## src/rtl/jbi_sc_req_tx.sv

```systemverilog
// JBI -> SCTAG request transmitter.
// Serializes queued requests (two header words plus 0/2/16 write-data beats) onto
// the 32-bit SCTAG request bus, one mandatory idle cycle after every packet.
// Starts are gated by SCTAG IQ/WIB credits and by the SCTAG POR request.
// Once a packet starts it always runs to completion.
module jbi_sc_req_tx #(
    parameter int IQ_CREDITS  = 16,
    parameter int WIB_CREDITS = 4,
    parameter int CNT_W       = 5
) (
    input  logic        rclk,
    input  logic        rst_l,
    input  logic        req_vld,
    input  logic [1:0]  req_type,
    input  logic [31:0] req_hdr0,
    input  logic [31:0] req_hdr1,
    output logic        req_ack,
    input  logic [31:0] wr_data,
    input  logic [6:0]  wr_ecc,
    output logic        wr_data_pop,
    output logic [31:0] jbi_sctag_req,
    output logic        jbi_sctag_req_vld,
    output logic [6:0]  jbi_scbuf_ecc,
    input  logic        sctag_jbi_iq_dequeue,
    input  logic        sctag_jbi_wib_dequeue,
    input  logic        sctag_jbi_por_req,
    output logic        credit_err
);

    localparam logic [1:0] TYPE_RD   = 2'd0;
    localparam logic [1:0] TYPE_WR8  = 2'd1;
    localparam logic [1:0] TYPE_WRI  = 2'd2;
    localparam logic [1:0] TYPE_RSVD = 2'd3;

    localparam logic [CNT_W-1:0] IQ_MAX  = CNT_W'(IQ_CREDITS);
    localparam logic [CNT_W-1:0] WIB_MAX = CNT_W'(WIB_CREDITS);

    // State names what the bus is showing during the current cycle.
    typedef enum logic [2:0] {
        ST_IDLE,
        ST_HDR0,
        ST_HDR1,
        ST_DATA,
        ST_GAP
    } state_t;

    state_t            state_q, state_d;
    logic [1:0]        type_q, type_d;
    logic [31:0]       hdr1_q, hdr1_d;
    logic [3:0]        beat_q, beat_d;
    logic [CNT_W-1:0]  iq_cnt_q, iq_cnt_d;
    logic [CNT_W-1:0]  wib_cnt_q, wib_cnt_d;
    logic              err_q, err_d;
    logic [31:0]       req_q, req_d;
    logic              vld_q, vld_d;
    logic [6:0]        ecc_q, ecc_d;
    logic              ack_q, ack_d;

    logic              is_wr_req;
    logic              start;
    logic              has_data;
    logic [3:0]        last_beat;

    // Credit counter step: a take and a give in the same cycle cancel; a give at max holds.
    function automatic logic [CNT_W-1:0] credit_next(input logic [CNT_W-1:0] cnt,
                                                     input logic             take,
                                                     input logic             give,
                                                     input logic [CNT_W-1:0] max);
        if (take && !give)
            return cnt - 1'b1;
        if (give && !take && (cnt != max))
            return cnt + 1'b1;
        return cnt;
    endfunction

    // A returned credit with nowhere to go means SCTAG returned more than it was given.
    function automatic logic credit_ovf(input logic [CNT_W-1:0] cnt,
                                        input logic             take,
                                        input logic             give,
                                        input logic [CNT_W-1:0] max);
        return give && !take && (cnt == max);
    endfunction

    // Start qualification and per-packet beat bookkeeping.
    always_comb begin
        is_wr_req = (req_type == TYPE_WR8) || (req_type == TYPE_WRI);
        start     = (state_q == ST_IDLE) && req_vld && (iq_cnt_q != '0) &&
                    !sctag_jbi_por_req && (req_type != TYPE_RSVD) &&
                    (!is_wr_req || (wib_cnt_q != '0));
        has_data  = (type_q != TYPE_RD);
        last_beat = (type_q == TYPE_WR8) ? 4'd1 : 4'd15;
    end

    // A beat is popped in the cycle it is loaded into the output register.
    assign wr_data_pop = ((state_q == ST_HDR1) && has_data) ||
                         ((state_q == ST_DATA) && (beat_q != last_beat));

    // Next state, next bus word and credit updates.
    always_comb begin
        state_d   = state_q;
        type_d    = type_q;
        hdr1_d    = hdr1_q;
        beat_d    = beat_q;
        req_d     = '0;
        vld_d     = 1'b0;
        ecc_d     = '0;
        ack_d     = 1'b0;

        case (state_q)
            ST_IDLE: begin
                if (start) begin
                    state_d = ST_HDR0;
                    type_d  = req_type;
                    hdr1_d  = req_hdr1;
                    req_d   = req_hdr0;
                    vld_d   = 1'b1;
                    ack_d   = 1'b1;
                end
            end
            ST_HDR0: begin
                state_d = ST_HDR1;
                req_d   = hdr1_q;
            end
            ST_HDR1: begin
                if (has_data) begin
                    state_d = ST_DATA;
                    beat_d  = 4'd0;
                    req_d   = wr_data;
                    ecc_d   = wr_ecc;
                end else begin
                    state_d = ST_GAP;
                end
            end
            ST_DATA: begin
                if (beat_q != last_beat) begin
                    beat_d = beat_q + 4'd1;
                    req_d  = wr_data;
                    ecc_d  = wr_ecc;
                end else begin
                    state_d = ST_GAP;
                end
            end
            ST_GAP: begin
                state_d = ST_IDLE;
            end
            default: begin
                state_d = ST_IDLE;
            end
        endcase

        iq_cnt_d  = credit_next(iq_cnt_q, start, sctag_jbi_iq_dequeue, IQ_MAX);
        wib_cnt_d = credit_next(wib_cnt_q, start && is_wr_req, sctag_jbi_wib_dequeue, WIB_MAX);
        err_d     = err_q ||
                    credit_ovf(iq_cnt_q, start, sctag_jbi_iq_dequeue, IQ_MAX) ||
                    credit_ovf(wib_cnt_q, start && is_wr_req, sctag_jbi_wib_dequeue, WIB_MAX);
    end

    // All state and registered outputs; reset aborts any packet in flight.
    always_ff @(posedge rclk or negedge rst_l) begin
        if (!rst_l) begin
            state_q   <= ST_IDLE;
            type_q    <= TYPE_RD;
            hdr1_q    <= '0;
            beat_q    <= '0;
            iq_cnt_q  <= IQ_MAX;
            wib_cnt_q <= WIB_MAX;
            err_q     <= 1'b0;
            req_q     <= '0;
            vld_q     <= 1'b0;
            ecc_q     <= '0;
            ack_q     <= 1'b0;
        end else begin
            state_q   <= state_d;
            type_q    <= type_d;
            hdr1_q    <= hdr1_d;
            beat_q    <= beat_d;
            iq_cnt_q  <= iq_cnt_d;
            wib_cnt_q <= wib_cnt_d;
            err_q     <= err_d;
            req_q     <= req_d;
            vld_q     <= vld_d;
            ecc_q     <= ecc_d;
            ack_q     <= ack_d;
        end
    end

    assign jbi_sctag_req     = req_q;
    assign jbi_sctag_req_vld = vld_q;
    assign jbi_scbuf_ecc     = ecc_q;
    assign req_ack           = ack_q;
    assign credit_err        = err_q;

endmodule
```

## config.mk

```make
export PLATFORM = sky130hd
export DESIGN_NAME = jbi_sc_req_tx
export DESIGN_NICKNAME = d
export VERILOG_FILES = /design/src/rtl/jbi_sc_req_tx.sv
export SDC_FILE = /design/constraint.sdc
export NUM_CORES = 1
export LEC_CHECK = 0
export CAP_MARGIN = 15
export CORE_MARGIN = 2
export CORE_UTILIZATION = 30
export DETAILED_ROUTE_END_ITERATION = 7
export PLACE_DENSITY = 0.6
export SYNTH_ARGS = -nofsm -noshare
export SYNTH_HDL_FRONTEND = slang
export SYNTH_SLANG_ARGS = --single-unit
```

## constraint.sdc

```tcl
create_clock -name rclk -period 2.3 [get_ports rclk]
set_input_delay 0.345 -clock rclk [delete_from_list [all_inputs] [get_ports rclk]]
set_output_delay 0.345 -clock rclk [all_outputs]
set_load 0.01 [all_outputs]
```

Yosys cells after proc, flatten, opt, wreduce, memory -nomap -nowiden
Cells that the tools add are included.
- register bits after elaboration: 92
- bits of input ports: 111
- logic and storage cells: 99
- output and inout port bits: 43
- equality and inequality tests: 16
- add/sub/neg operators: 5
- multiplexer cells: 31
- reduce and logical (&&, ||, !) cells: 37
- operators with widths (kind ; count):
    32-bit one-hot mux with 4 select lines ; 1
    32-bit 2-to-1 mux ; 3
    5-bit 2-to-1 mux ; 8
    1-bit logical AND ; 16
    7-bit 2-to-1 mux ; 2
    7-bit one-hot mux with 2 select lines ; 1
    4-bit 2-to-1 mux ; 3
    3-bit one-hot mux with 4 select lines ; 1
    5-bit by 1-bit adder with 5-bit output (second input constant) ; 2
    5-bit nonzero test ; 2
    5-bit by 1-bit subtractor with 5-bit output (second input constant) ; 2
    3-bit 2-to-1 mux ; 3
    1-bit 2-to-1 mux ; 8
    2-bit != test (second input constant) ; 4
    4-bit one-hot mux with 2 select lines ; 1
    2-bit nonzero test ; 4
    3-bit by 2-bit equality test with 1-bit output (second input constant) ; 2
    1-bit zero test ; 6
    5-bit by 3-bit equality test with 1-bit output (second input constant) ; 1
    5-bit equality test (second input constant) ; 1
    1-bit logical OR ; 5
    5-bit by 3-bit != test with 1-bit output (second input constant) ; 1
    5-bit != test (second input constant) ; 1
    4-bit by 1-bit adder with 4-bit output (second input constant) ; 1
    other kinds (8) ; 10

Depth between registers and ports, before layout
- depth in word-level cells: 14
- depth in mapped cells: 8
- gate-level depth less buffers: 7

Worst setup path after synthesis
No wires, ideal clock.
- path kind: flip-flop to flip-flop
- start point: register iq_cnt_q[1]
- end point: register req_q[12], in the netlist jbi_sctag_req[12]
- library setup time: 118 ps
- data required time: 2182 ps
- buffers on the path: 1
- arrival time: 1941 ps
- cell stages (with the launch flop): 9
- slack: 241 ps
- period minus slack after synthesis: 2059 ps
- cell sequence: dfrtp_1 > inv_1 > ha_1 > or3b_2 > nor2_4 > nor2_2 > buf_2 > a22o_1 > a21o_1
- word-level cells in the longest chain between the ends: 7
- ends and longest elaborated chain (what ; RTL line ; RTL):
    start, declared ; 51 ; logic [CNT_W-1:0] iq_cnt_q, iq_cnt_d;
    start signal, assigned ; 177 ; iq_cnt_q <= iq_cnt_d;
    5-bit nonzero test ; 87 ; start = (state_q == ST_IDLE) && req_vld && (iq_cnt_q != '0) &&
    1-bit logical AND (2 in series) ; 87 ;
    1-bit logical AND (2 in series) ; 88 ; !sctag_jbi_por_req && (req_type != TYPE_RSVD) &&
    32-bit 2-to-1 mux ; 111 ; if (start) begin
    32-bit one-hot mux with 4 select lines ; 109 ; case (state_q)
    via req_d[12] ; 54 ; logic [31:0] req_q, req_d;
    end signal, assigned ; 180 ; req_q <= req_d;
    end, declared ; 54 ;
The timed path passes the listed nets, and every way through them passes these cells.
A chain may end at the register's enable or synchronous reset.

Worst setup path after layout
- start point: register iq_cnt_q[0]
- end point: register wib_cnt_q[3]
- word-level cells in the longest chain between the ends: 12
- elaborated cells on any way between the ends: 17
- those cells by class: mux (6); reduce/logical (11)
- ends and longest elaborated chain (what ; RTL line ; RTL):
    5-bit nonzero test (*) ; 87 ;
    1-bit logical AND (*) (2 in series) ; 87 ;
    1-bit logical AND (*) (2 in series) ; 88 ;
    1-bit logical AND (*) ; 152 ; wib_cnt_d = credit_next(wib_cnt_q, start && is_wr_req, sctag_jbi_wib_dequeue, WIB_MAX);
    1-bit zero test ; 71 ; if (give && !take && (cnt != max))
    1-bit logical AND (2 in series) ; 71 ;
    5-bit 2-to-1 mux or 1-bit 2-to-1 mux (tied branches) ; 71 ;
    5-bit 2-to-1 mux or 1-bit 2-to-1 mux (tied branches) ; 73, 71 ;
    5-bit 2-to-1 mux or 2-bit nonzero test (tied branches) ; n/a ;
    end signal, assigned ; 178 ; wib_cnt_q <= wib_cnt_d;
    end, declared ; 52 ; logic [CNT_W-1:0] wib_cnt_q, wib_cnt_d;
Every way passes the cells marked *; elsewhere a longest branch is shown, timed or not. The select of a mux whose other input is x is not followed.

==> qor_table.md <==
| Parameter | Reported |
|:---|:---|
| # port buffers | 153 |
| Maximum ir drop on the vdd rail | 0.000403 V |
| CP required | 2.55 ns |
| Async set or reset register ratio after synthesis | 100% |
| Nature of the critical path startpoint | flop |
| Time the final worst path needs with I/O delays and setup | 2.18 ns |
| Fillers | 1213 |
| Final worst path period share | 94.7% |
| Max transition margin | 68.4% |
| Wire length of the first global-routing pass | 16.4 mm |
| Count of maximum capacitance violations | 0 |
| Ratio of cells with drive above 1 in the final layout | 16.5% |
| Aggregate global-route resource usage | 14.4% |
| Synthesized-area fraction occupied by adder cells | 2.42% |
| Slew at the pin closest to its max-slew limit | 0.474 ns |
| Area share of the largest cell type after synthesis | 54.5% |
| Synthesized-area fraction occupied by ao, oa, aoi and oai cells | 16.8% |
| PD cells | 1140 mW/mm^2 |
| Initial cell density of the core | 30.9% |
| Post-Route Skew | 0.00623 ns |
| Overall die width | 121 um |
| Share of cell area taken by muxes after synthesis | 11.2% |
| HPWL after detailed placement | 7.65 mm |
| Cell class contributing the biggest share of worst-path delay | simple AND/OR/NAND/NOR gates |
| Top_reg_cell synth | sky130_fd_sc_hd__dfrtp_1 |
| Sequential element share of the synthesized area | 55.8% |
| CP bufs+invs | 2 |
| Arrival time at the worst endpoint | 2.43 ns |
| Worst-path cell with the longest stage delay | sky130_fd_sc_hd__or4b_2 |
| Classification of the worst setup path | reg -> reg |
| # IOs | 154 |
| ANT nets after route | 0 |
| Clock transition time at the flip-flop clock pins of the worst setup and hold paths | 0.06 ns |
| # setup viols final | 0 |
| Violation count after the first detailed-routing iteration | 131 |
| Antenna diode count | 0 |
| Via count of the first global-routing pass | 3299 |
| Num rows | 42 |
| Synthesized area per cell | 12.6 sq um |
| CTS tree | built |
| Net Count, Synth | 447 |
| Root cell of the clock tree | sky130_fd_sc_hd__clkbuf_16 |
| Kind of end point of the critical path | flop |
| Yosys warning total | 0 |
| Top fanout value on the critical path | 5 |
| Result of the run | finished clean |
| Full die area | 0.0147 sq mm |
| DRC violations left | 0 |
| Register bit count reported by yosys | 92 |
| Largest cells by area after synthesis | sky130_fd_sc_hd__dfrtp_1 55%, sky130_fd_sc_hd__mux2_2 9.5%, sky130_fd_sc_hd__a22o_1 6.8% |
| Post-synthesis share of cell area spent on xor and xnor gates | 1.06% |
| Relative area change from synthesis to final layout | 52.2% |
| Cell taking the most area after synthesis | sky130_fd_sc_hd__dfrtp_1 |
| Pin count of the biggest net entering global routing | 44 |
| Final routed wire length divided by cell count | 15.6 um |
| RSZ-0062 raised after global routing | no |
| Antenna violations before repair | 0 |
| Number of buffers between clock root and the deepest sink | 2 |
| Number of standard cells after synthesis | 328 |
| Origin of the worst setup path | iq_cnt_q[0] |
| Number of distinct library cells after synthesis | 49 |
| Worst-Skew Late Latency | 0.34 ns |
| Clock buffers created by TritonCTS | 9 |
| Pins Over Slew Limit | 0 |
| Clock H-tree levels | 3 |
| Most frequent cells in the layout | 151 x sky130_fd_sc_hd__clkdlybuf4s50_1, 90 x sky130_fd_sc_hd__dfrtp_1, 35 x sky130_fd_sc_hd__mux2_2 |
| Placement-stage cell area | 0.00598 sq mm |
| Power consumption | 7.16 mW |
| Die outline height | 121 um |
| Slowest cell delay on critical path | 0.62 ns |
| Leakage power | 2.86 nW |
| Worst hold-check path type | in -> async |
| Core outline area | 0.0133 sq mm |
| Most common cell after layout, fill and taps aside | sky130_fd_sc_hd__clkdlybuf4s50_1 |
| Maximum frequency from static timing analysis | 459 MHz |
| Via total after detailed routing | 3175 |
| Total standard cell area after synthesis | 0.00413 sq mm |
| Main combinational cell family by area after synthesis | compound AO/OA/AOI/OAI gates |
| Total Nets Final | 611 |
| Gp weighted congestion | 0.792 |
| Routed wire length | 10.5 mm |
| Total gr overflow | 0 |
| Fin. Hold Viols | 0 |
| Detailed-routing iteration count for the pre-antenna-repair pass | 4 |
| Post-synthesis simple-gate area fraction | 9.73% |
| Number of synthesized flops with an enable pin | 0 |
| Critical register-to-register path startpoint | iq_cnt_q[0] |
| Cells traversed along the worst timing path | inv_1, ha_4, or4b_2, nand4_1, o211ai_1, buf_4, mux2i_1, a221oi_2 |
| Sink Count | 92 |
| Number of vias per cell after detailed routing | 4.72 |
| Post-Layout Inst Area | 0.00628 sq mm |
## path summary, 6_finish.rpt
check                          endpoint  slack, ns  cells after the start
setup / recovery           wib_cnt_q[3]       0.12                      8
hold / removal               hdr1_q[12]       0.47                      2
setup reg to reg           wib_cnt_q[3]       0.12                      8
hold reg to reg            wib_cnt_q[4]       0.49                      1
max in group asynchronous     hdr1_q[7]       1.16                      3
min in group rclk          wib_cnt_q[4]       0.49                      1
## repair_timing
item | in CTS | in global routing
setup buffers | 0 | 1
pin swaps | 1 | 1
hold buffers | 1 | 0
resized for setup | 1 | 4
endpoints found under the hold margin | 25 | 0
endpoints found under the setup margin | 2 | 3
## cell families (layout without fill, tap and decap cells)
family | Yosys count | count (layout)
flops | 92 | 92
fa+ha+maj | 8 | 8
compound gates | 88 | 88
simple gates | 69 | 69
xor+xnor | 5 | 5
mux | 42 | 42
buf+inv | 24 | 193
## synth_stat cells, drive strengths merged, types with 5 or more instances
library cell / count
a21o: 32
a22o: 32
and2: 9
buf: 9
clkbuf: 10
dfrtp: 90
ha: 8
inv: 5
mux2: 35
mux2i: 7
nand2: 13
nand2b: 6
nand4: 5
nor2: 12
nor3: 5
o21ai: 7
## state kept, by name, indices dropped and copies added (netlist names), 2 cells and up
register,flops
hdr1_q,32
jbi_sctag_req,32
jbi_scbuf_ecc,7
iq_cnt_q,5
wib_cnt_q,5
beat_q,4
state_q,3
type_q,2
## cell type report
cell class                 instances  area [sq um]  area share (%)
timing repair buffer             172          1740            27.6
inverter                           5          18.8           0.299
multi-input combinational        212          1730            27.6
clock buffer                      12           246            3.92
sequential                        92          2300            36.7
clock inverter                     4          25.0           0.398
tap                              176           220            3.50
## layer usage
layer  share of wire (%)  track usage (%)
met2                  48             23.7
met4                 2.0             6.18
met3                 5.9             3.15
met5                   0                0
met1                  44             18.2
## power by group
group / switching, mW / internal [mW] / leakage (nW)
sequential: 0.405 / 2.35 / 1.15
clock: 0.617 / 0.759 / 0.129
combinational: 1.26 / 1.78 / 1.58
total: 2.28 / 4.89 / 2.86
## worst reg2reg max path: stages (launching register included)
cell	delay, ns
sky130_fd_sc_hd__dfrtp_1	0.39
sky130_fd_sc_hd__inv_1	0.13
sky130_fd_sc_hd__ha_4	0.16
sky130_fd_sc_hd__or4b_2	0.62
sky130_fd_sc_hd__nand4_1	0.19
sky130_fd_sc_hd__o211ai_1	0.12
sky130_fd_sc_hd__buf_4	0.18
sky130_fd_sc_hd__mux2i_1	0.12
sky130_fd_sc_hd__a221oi_2	0.17
## stage by stage
step | setup slack [ns] | util, % | hold slack [ns] | cells | setup TNS [ns]
global placement | -0.135 | 44.8 | 0.308 | 655 | -5.97
detailed placement | -0.196 | 44.8 | 0.313 | 655 | -7.70
global route | 0.00203 | 47.1 | 0.502 | 673 | 0
CTS | 0.0112 | 46.9 | 0.474 | 672 | 0
floorplan | 0.241 | - | 0.0494 | 328 | 0
finish | 0.121 | 47.1 | 0.470 | 673 | 0
(Power assumes the default switching activity.)
